`config.mk`:
```
export PLATFORM = sky130hd
export DESIGN_NAME = iter_shifter_flat
export DESIGN_NICKNAME = d
export VERILOG_FILES = /design/src/rtl/iter_shifter_pkg.sv /design/src/rtl/iter_shifter_if.sv /design/src/rtl/iter_shifter_stage.sv /design/src/rtl/iter_shifter.sv /design/src/flat_wrapper.sv
export SDC_FILE = /design/constraint.sdc
export NUM_CORES = 1
export LEC_CHECK = 0
export CAP_MARGIN = 20
export CORE_MARGIN = 2
export CORE_UTILIZATION = 56
export DETAILED_ROUTE_END_ITERATION = 12
export HOLD_SLACK_MARGIN = 0.03
export PLACE_DENSITY_LB_ADDON = 0.25
export REMOVE_ABC_BUFFERS = 1
export SLEW_MARGIN = 10
export SYNTH_ARGS = -nofsm -noshare
export SYNTH_HDL_FRONTEND = slang
export SYNTH_SLANG_ARGS = --single-unit
```
`constraint.sdc`:
```
create_clock -name clk -period 2.4 [get_ports clk]
set_input_delay 0.24 -clock clk [delete_from_list [all_inputs] [get_ports clk]]
set_output_delay 0.24 -clock clk [all_outputs]
set_load 0.02 [all_outputs]
```
`src/rtl/iter_shifter_pkg.sv`:
```
// Shared types for the iterative shifter: operation modes and control states.
package shifter_pkg;

    typedef enum logic [1:0] {
        SLL = 2'b00,
        SRA = 2'b01,
        ROR = 2'b10,
        SRL = 2'b11
    } shift_mode_t;

    typedef enum logic [1:0] {
        IDLE,
        SHIFT,
        DONE
    } state_t;

endpackage

```
`src/rtl/iter_shifter_if.sv`:
```
// Request/response bundle of the iterative shifter; the unit is the slave.
interface iter_shifter_if #(
    parameter int WIDTH = 16
);
    localparam int LOG2W = $clog2(WIDTH);

    logic             in_valid;
    logic             in_ready;
    logic [WIDTH-1:0] in_data;
    logic [LOG2W-1:0] in_amt;
    logic [1:0]       in_mode;
    logic             out_valid;
    logic             out_ready;
    logic [WIDTH-1:0] out_data;
    logic             out_zero;

    modport master (
        output in_valid, in_data, in_amt, in_mode, out_ready,
        input  in_ready, out_valid, out_data, out_zero
    );

    modport slave (
        input  in_valid, in_data, in_amt, in_mode, out_ready,
        output in_ready, out_valid, out_data, out_zero
    );

endinterface

```
`src/rtl/iter_shifter_stage.sv`:
```
// One binary stage of the shifter: moves the operand by DIST bits when enabled.
module shift_stage
    import shifter_pkg::*;
#(
    parameter int WIDTH = 16,
    parameter int DIST  = 1
) (
    input  logic [WIDTH-1:0] in,
    input  shift_mode_t      mode,
    input  logic             en,
    output logic [WIDTH-1:0] out
);

    logic [WIDTH-1:0] shifted;

    // NOTE: every combinational output gets a default first so no path can infer a latch.
    always_comb begin
        shifted = in;
        unique case (mode)
            SLL: shifted = in << DIST;
            SRL: shifted = in >> DIST;
            SRA: shifted = {{DIST{in[WIDTH-1]}}, in[WIDTH-1:DIST]};
            ROR: shifted = {in[DIST-1:0], in[WIDTH-1:DIST]};
            default: shifted = in;
        endcase
        out = en ? shifted : in;
    end

endmodule

```
`src/rtl/iter_shifter.sv`:
```
// Multi-cycle shift/rotate unit: one binary stage of the shift amount per clock,
// fixed latency of log2(WIDTH) cycles, valid/ready on both sides.
module iter_shifter
    import shifter_pkg::*;
#(
    parameter int WIDTH = 16
) (
    input  logic          clk,
    input  logic          rst_n,
    iter_shifter_if.slave bus
);

    localparam int              LOG2W  = $clog2(WIDTH);
    localparam int              KW     = (LOG2W > 1) ? $clog2(LOG2W) : 1;
    localparam logic [KW-1:0]   K_LAST = KW'(LOG2W - 1);

    state_t           state, state_nxt;
    logic [WIDTH-1:0] work;
    logic [LOG2W-1:0] amt_q;
    shift_mode_t      mode_q;
    logic [KW-1:0]    k;
    logic [WIDTH-1:0] res_data;
    logic             res_zero;
    logic [WIDTH-1:0] stage_out [LOG2W];
    logic             accept;
    logic             last_stage;

    assign accept     = (state == IDLE) && bus.in_valid;
    assign last_stage = (state == SHIFT) && (k == K_LAST);

    // Every stage sees the working register; k picks which one is committed this cycle.
    for (genvar g = 0; g < LOG2W; g++) begin : g_stage
        shift_stage #(
            .WIDTH (WIDTH),
            .DIST  (1 << g)
        ) u_stage (
            .in   (work),
            .mode (mode_q),
            .en   (amt_q[g]),
            .out  (stage_out[g])
        );
    end

    // NOTE: sequential state uses non-blocking assignments so all registers update from pre-edge values.
    always_ff @(posedge clk or negedge rst_n) begin
        if (!rst_n) state <= IDLE;
        else        state <= state_nxt;
    end

    always_comb begin
        state_nxt = state;
        unique case (state)
            IDLE:    if (bus.in_valid)  state_nxt = SHIFT;
            SHIFT:   if (k == K_LAST)   state_nxt = DONE;
            DONE:    if (bus.out_ready) state_nxt = IDLE;
            default: state_nxt = IDLE;
        endcase
    end

    always_comb begin
        bus.in_ready  = (state == IDLE);
        bus.out_valid = (state == DONE);
    end

    always_ff @(posedge clk or negedge rst_n) begin
        if (!rst_n) begin
            work     <= '0;
            amt_q    <= '0;
            mode_q   <= SLL;
            k        <= '0;
            res_data <= '0;
            res_zero <= 1'b0;
        end else if (accept) begin
            work   <= bus.in_data;
            amt_q  <= bus.in_amt;
            mode_q <= shift_mode_t'(bus.in_mode);
            k      <= '0;
        end else if (state == SHIFT) begin
            work <= stage_out[k];
            k    <= k + 1'b1;
            // Result and flag are captured together so they stay stable through DONE.
            if (last_stage) begin
                res_data <= stage_out[k];
                res_zero <= ~|stage_out[k];
            end
        end
    end

    assign bus.out_data = res_data;
    assign bus.out_zero = res_zero;

endmodule

```
`src/flat_wrapper.sv`:
```
// flat-port wrapper written by rule: the top's interface ports become plain ports
module iter_shifter_flat import shifter_pkg::*;
#(
    parameter int WIDTH = 16
)
  (clk, rst_n, bus_in_valid, bus_in_data, bus_in_amt, bus_in_mode, bus_out_ready, bus_in_ready, bus_out_valid, bus_out_data, bus_out_zero);
  iter_shifter_if #(.WIDTH(WIDTH)) bus_i ();
  input  logic clk;
  input  logic rst_n;
  input wire logic [$bits(bus_i.in_valid)-1:0] bus_in_valid;
  input wire logic [$bits(bus_i.in_data)-1:0] bus_in_data;
  input wire logic [$bits(bus_i.in_amt)-1:0] bus_in_amt;
  input wire logic [$bits(bus_i.in_mode)-1:0] bus_in_mode;
  input wire logic [$bits(bus_i.out_ready)-1:0] bus_out_ready;
  output wire logic [$bits(bus_i.in_ready)-1:0] bus_in_ready;
  output wire logic [$bits(bus_i.out_valid)-1:0] bus_out_valid;
  output wire logic [$bits(bus_i.out_data)-1:0] bus_out_data;
  output wire logic [$bits(bus_i.out_zero)-1:0] bus_out_zero;
  assign bus_i.in_valid = bus_in_valid;
  assign bus_i.in_data = bus_in_data;
  assign bus_i.in_amt = bus_in_amt;
  assign bus_i.in_mode = bus_in_mode;
  assign bus_i.out_ready = bus_out_ready;
  assign bus_in_ready = bus_i.in_ready;
  assign bus_out_valid = bus_i.out_valid;
  assign bus_out_data = bus_i.out_data;
  assign bus_out_zero = bus_i.out_zero;
  iter_shifter #(.WIDTH(WIDTH)) u_core (.clk(clk), .rst_n(rst_n), .bus(bus_i));
endmodule
```
==> Word level (Yosys, flattened, before mapping) <==
Cells that the tools add are included.
{ "op_classes": {"add_sub_neg": 1, "order_cmp": 1, "eq_ne": 9, "mux": 19, "bitwise_logic": 2, "reduce_logical": 9} }
{ "op_table": {"columns": ["cell", "count"], "rows": [
  ["16-bit case mux with 4 select lines", 4],
  ["16-bit 2-to-1 mux", 8],
  ["16-bit binary-select mux with 2-bit select", 1],
  ["16-bit OR reduction", 1],
  ["2-bit 2-to-1 mux", 5],
  ["2-bit equality test, second input constant", 4],
  ["2-bit case mux with 3 select lines", 1],
  ["3-bit AND reduction", 2],
  ["2-bit by 1-bit equality test with 1-bit output, second input constant", 2],
  ["2-bit zero test", 2],
  ["2-bit != test, second input constant", 2],
  ["3-bit greater-or-equal comparator, second input constant", 1],
  ["2-bit inverter with 3-bit output", 1],
  ["2-bit by 1-bit adder with 2-bit output, second input constant", 1],
  ["1-bit logical AND", 2],
  ["2-bit by 1-bit != test with 1-bit output, second input constant", 1],
  ["2-bit nonzero test", 1],
  ["1-bit zero test", 1],
  ["1-bit inverter", 1]
]} }
{ "totals": {"reg_bits": 43, "input_bits": 26, "out_inout_bits": 19, "elab_cells": 48} }

==> Logic depth before layout (Yosys ltp) <==
{ "logic_depth": {"depth_word": 8, "mapped_depth": 9, "mapped_depth_nobuf": 6} }

==> By module <==
A second synthesis with hierarchy kept.
{ "hier_totals": {"hier_cells": 388, "hier_area_um2": 3507.1} }
{ "modules_own_cells": {"columns": ["mod", "instances", "cells_per_inst", "area_each_um2", "seq_area_each_um2"], "rows": [
  ["iter_shifter", 1, 165, 2167.1, 1076.0],
  ["shift_stage at u_core.g_stage[2].u_stage", 1, 60, 381.6, 0.0],
  ["shift_stage at u_core.g_stage[1].u_stage", 1, 56, 357.8, 0.0],
  ["shift_stage at u_core.g_stage[0].u_stage", 1, 54, 349.1, 0.0],
  ["shift_stage at u_core.g_stage[3].u_stage", 1, 53, 251.5, 0.0]
]} }

==> Worst setup path after synthesis <==
Ideal clock, no wire load.
{ "synth_timing": {"kind": "reg-to-reg", "from": "register u_core.state[0]", "to": "register u_core.work[8]", "setup_time_ps": 136, "arrival_ps": 1759, "path_slack_ps": 504, "path_stages_with_launch": 8, "synth_period_minus_slack_ps": 1896, "path_cell_list": "dfrtp_1 nor2_1 and2_1 clkbuf_1 nor2_1 clkbuf_1 a22oi_1 o21ai_0"} }
{ "synth_via": {"elab_chain_len": 3} }
{ "synth_rtl": {"columns": ["item", "line_no", "text"], "rows": [
  ["start: declaration", "iter_shifter.sv:17", "state_t state, state_nxt;"],
  ["start signal: assignment", "iter_shifter.sv:47", "else state <= state_nxt;"],
  ["2-bit zero test (*)", null, null],
  ["via bus_in_ready", "flat_wrapper.sv:15", "output wire logic [$bits(bus_i.in_ready)-1:0] bus_in_ready;"],
  ["1-bit logical AND (*)", "iter_shifter.sv:28", "assign accept = (state == IDLE) && bus.in_valid;"],
  ["16-bit 2-to-1 mux / 2-bit nonzero test (equally long branches)", null, null],
  ["end signal: assignment", "iter_shifter.sv:74", "work <= bus.in_data;"],
  ["end signal: assignment", "iter_shifter.sv:79", "work <= stage_out[k];"],
  ["end: declaration", "iter_shifter.sv:18", "logic [WIDTH-1:0] work;"]
]} }
The timed path passes the listed nets; every way through them passes the cells marked *.
A chain may end at the register's enable or synchronous reset.

==> Worst setup path after layout <==
{ "layout_timing": {"from": "register u_core.mode_q[1]", "to": "register u_core.res_zero (netlist: u_core.bus.out_zero)"} }
{ "layout_via": {"elab_chain_len": 8} }
{ "layout_rtl": {"columns": ["item", "line_no", "text"], "rows": [
  ["start: declaration", "iter_shifter.sv:20", "shift_mode_t mode_q;"],
  ["start signal: assignment", "iter_shifter.sv:76", "mode_q <= shift_mode_t'(bus.in_mode);"],
  ["2-bit equality test, or another cell as far along", "iter_shifter_stage.sv:19", "unique case (mode)"],
  ["16-bit case mux with 4 select lines", "iter_shifter_stage.sv:19", null],
  ["16-bit 2-to-1 mux", "iter_shifter_stage.sv:26", "out = en ? shifted : in;"],
  ["16-bit binary-select mux with 2-bit select (*)", "iter_shifter.sv:84", "res_zero <= ~|stage_out[k];"],
  ["16-bit 2-to-1 mux (implied by the code) (*) (2 in series)", "iter_shifter.sv:84", null],
  ["16-bit OR reduction (*)", "iter_shifter.sv:84", null],
  ["1-bit zero test (*)", "iter_shifter.sv:84", null],
  ["end signal: assignment", "iter_shifter.sv:84", null],
  ["end: declaration", "iter_shifter.sv:23", "logic res_zero;"]
]} }
Every way passes the cells marked *; elsewhere a longest branch is shown, timed or not. The select of a mux whose other input is x is not followed.

==> results.sh <==
export IMPL_outcome="finished clean"
export IMPL_port_buffers=44
export IMPL_skew_ns=0.00418
export IMPL_layout_area_seq_sq_um=1080
export IMPL_yosysTopAreaCellShare_pct=32.5
export IMPL_max_freq_mhz=436
export IMPL_leakage_nw=1.66
export IMPL_r2r_end="u_core.bus.out_zero"
export IMPL_vias_per_cell=6.84
export IMPL_gp_congestion=1.02
export IMPL_fill_cells=479
export IMPL_fp_dieW_um=80.9
export IMPL_required_ns=2.61
export IMPL_final_cells=522
export IMPL_final_nets=474
export IMPL_fin_setup_tns_ns=0
export IMPL_yosysTopAreaCell="dfrtp_1"
export IMPL_post_place_ws_ns=0.0782
export IMPL_setup_viol=0
export IMPL_netlist_area_sq_um=3310
export IMPL_antenna_found_initial=0
export IMPL_synth_flop_cell="dfrtp_1"
export IMPL_synthDistinctLibCells=62
export IMPL_routedWlPerCell_um=20.9
export IMPL_overflow=0
export IMPL_swShare_pct=49.8
export IMPL_p_per_area_nw_per_um2=1750
export IMPL_p_total_mw=7.30
export IMPL_synth_edf_count=0
export IMPL_die_height_um=80.9
export IMPL_first_pass_iters=5
export IMPL_maxCapViolCount=0
export IMPL_fin_crit_ns=2.29
export IMPL_yosysSeqAreaShare_pct=32.5
export IMPL_setup_ws_ns=0.108
export IMPL_final_area_sq_um=4170
export IMPL_grt_usage_pct=34.6
export IMPL_clk_insertion_delay_late_ns=0.30
export IMPL_io_pins=45
export IMPL_r2r_start="u_core.mode_q[1]"
export IMPL_finalCritPeriodShare_pct=95.5
export IMPL_htree_levels=2
export IMPL_critical_path_startpoint_type="flip-flop"
export IMPL_pwr_share_seq_pct=23.5
export IMPL_clk_path_buf_depth=2
export IMPL_dieArea_sq_um=6550
export IMPL_slew_headroom_pct=48.7
export IMPL_grt_max_degree=44
export IMPL_core_sq_um=5820
export IMPL_cts_sinks=43
export IMPL_drive_above_1_share_pct=18.1
export IMPL_initialDrtViolationCount=506
export IMPL_yosys_top_cells_area="dfrtp_1 32%, a311oi_1 5.0%, o21ai_0 4.5%, nand2_1 3.9%, a31oi_1 3.6%"
export IMPL_grt_pass1_wl_um=17300
export IMPL_hpwlAfterDp_um=7700
export IMPL_rrSetupSlack_ns=0.11
export IMPL_area_growth_pct=25.9
export IMPL_syn_avg_cell_area_sq_um=8.41
export IMPL_drt_total_wl_um=10900
export IMPL_drc=0
export IMPL_switching_power_mw=3.63
export IMPL_cts_made_buffers=5
export IMPL_grt_pass1_vias=3279
export IMPL_worst_r2r_path_depth=8
export IMPL_cp_max_fo=34
export IMPL_irDropWorstVdd_uv=1140
export IMPL_antenna_left=0
export IMPL_internal_power_mw=3.67
export IMPL_synth_async_reset_ratio_pct=100
export IMPL_path_clk_slew_ns=0.09
export IMPL_synth_common_cells="43 x dfrtp_1, 34 x nand2_1, 30 x nor2_1, 30 x o21ai_0, 21 x buf_2"
export IMPL_clkPwrFrac_pct=7.9
export IMPL_ys_warnings_count=0
export IMPL_initial_core_util_pct=57.0
export IMPL_synth_seq_cells=43
export IMPL_root_buffer="clkbuf_8"
export IMPL_fin_hold_ws_ns=0.449
export IMPL_postSynthCellCount=394
export IMPL_post_cts_setup_buffers=0
export IMPL_vias=3568
export IMPL_finalHoldViolations=0
export IMPL_rsz0062_at_grt="false"
export IMPL_cts_tree="built"
export IMPL_diodes=0
export IMPL_placed_cells=513
export IMPL_drv_slew=0
export IMPL_multi_input_comb_area_sq_um=2000
export IMPL_crit_start="u_core.mode_q[1]"
export IMPL_dpl_cell_area_sq_um=4020
export IMPL_tightest_slew_ns=0.767
export IMPL_critPathCapture="u_core.bus.out_zero"
export IMPL_hold_class="input pin to async pin"
export IMPL_critPathKind="flip-flop to flip-flop"
export IMPL_crit_arrival_ns=2.50
export IMPL_end_kind="flip-flop"
export IMPL_final_core_util_pct=71.8
export IMPL_row_count=28
export IMPL_yosys_cell_count_top_type="dfrtp_1"
export IMPL_pwr_share_comb_pct=68.5
==> cells in the final DEF, fill, tap and decap left out, types with 11 or more instances in the layout <==
master and instances:
a22oi_1 14, a311oi_1 18, a31oi_1 19, buf_4 37, clkdlybuf4s50_1 43, dfrtp_1 42
inv_1 12, nand2_1 34, nand2b_1 11, nor2_1 30, o211ai_1 12, o21ai_0 30
o21ai_1 12, o221ai_1 11
==> metal layers <==
| layer | part of all wire (%) | vias up | wire (um) | global-route usage (%) |
|---|---|---|---|---|
| li1 | - | 1619 | - | - |
| met1 | 40 | 1666 | 4410 | 48.1 |
| met2 | 46 | 248 | 5020 | 52.6 |
| met3 | 11 | 35 | 1160 | 8.00 |
| met4 | 3.1 | 0 | 338 | 12.4 |
| met5 | 0 | - | 0 | 0 |
==> state kept, by name (all words and copies together) (netlist names) <==
register / count
u_core.bus.out_data: 16
u_core.work: 16
u_core.amt_q: 4
u_core.k: 2
u_core.mode_q: 2
u_core.state: 2
u_core.bus.out_zero: 1
==> critical path, stage by stage, from the launching register on <==
cell      delay, ns
dfrtp_1        0.42
buf_12         0.18
buf_4          0.17
o21ai_1        0.17
a311oi_1       0.13
a311oi_1       0.40
o311a_1        0.28
nand4_1        0.15
o31ai_2        0.28
==> logic make-up (layout without fill, tap and decap cells) <==
logic type,after synthesis,in the layout,share of synthesized area (%)
multiplexers,19,19,6.53
AND/OR/NAND/NOR,120,120,19.2
buffers and inverters,54,107,7.47
flip-flops,43,43,32.5
AO/OA/AOI/OAI,157,157,33.9
adder cells (fa/ha/maj),1,1,0.377
==> power groups by stage <==
stage / combinational (mW) / clock, mW / sequential [mW]
2_1_floorplan: 2.36 / 0 / 1.98
3_3_place_gp: 4.79 / 0 / 1.67
3_5_place_dp: 4.87 / 0 / 1.68
4_1_cts: 4.89 / 0.585 / 1.67
5_1_grt: 5.42 / 0.616 / 1.75
6_report: 5.00 / 0.578 / 1.72
==> worst min path at each step <==
stage | end | cells past startpoint
6_report | u_core.work[10] | 2
5_1_grt | u_core.work[10] | 2
4_1_cts | u_core.work[13] | 1
3_5_place_dp | u_core.work[13] | 1
3_3_place_gp | u_core.bus.out_data[13] | 1
2_1_floorplan | u_core.amt_q[0] | 0
==> final cells by class <==
cell class / count / share of cell area (%)
Inverter: 12 / 1.08
Clock inverter: 2 / 0.899
Multi-Input combinational cell: 297 / 47.9
Timing Repair Buffer: 88 / 20.4
Sequential cell: 43 / 25.8
Clock buffer: 5 / 1.65
Tap cell: 75 / 2.25
==> repair_timing <==
| item | 4_1_cts | 5_1_grt |
|---|---|---|
| resized for setup | 0 | 3 |
| endpoints found under the setup margin | 0 | 1 |
| hold endpoints to repair | 0 | 20 |
| hold buffers | 0 | 1 |
Power figures use the tool's default switching activity.
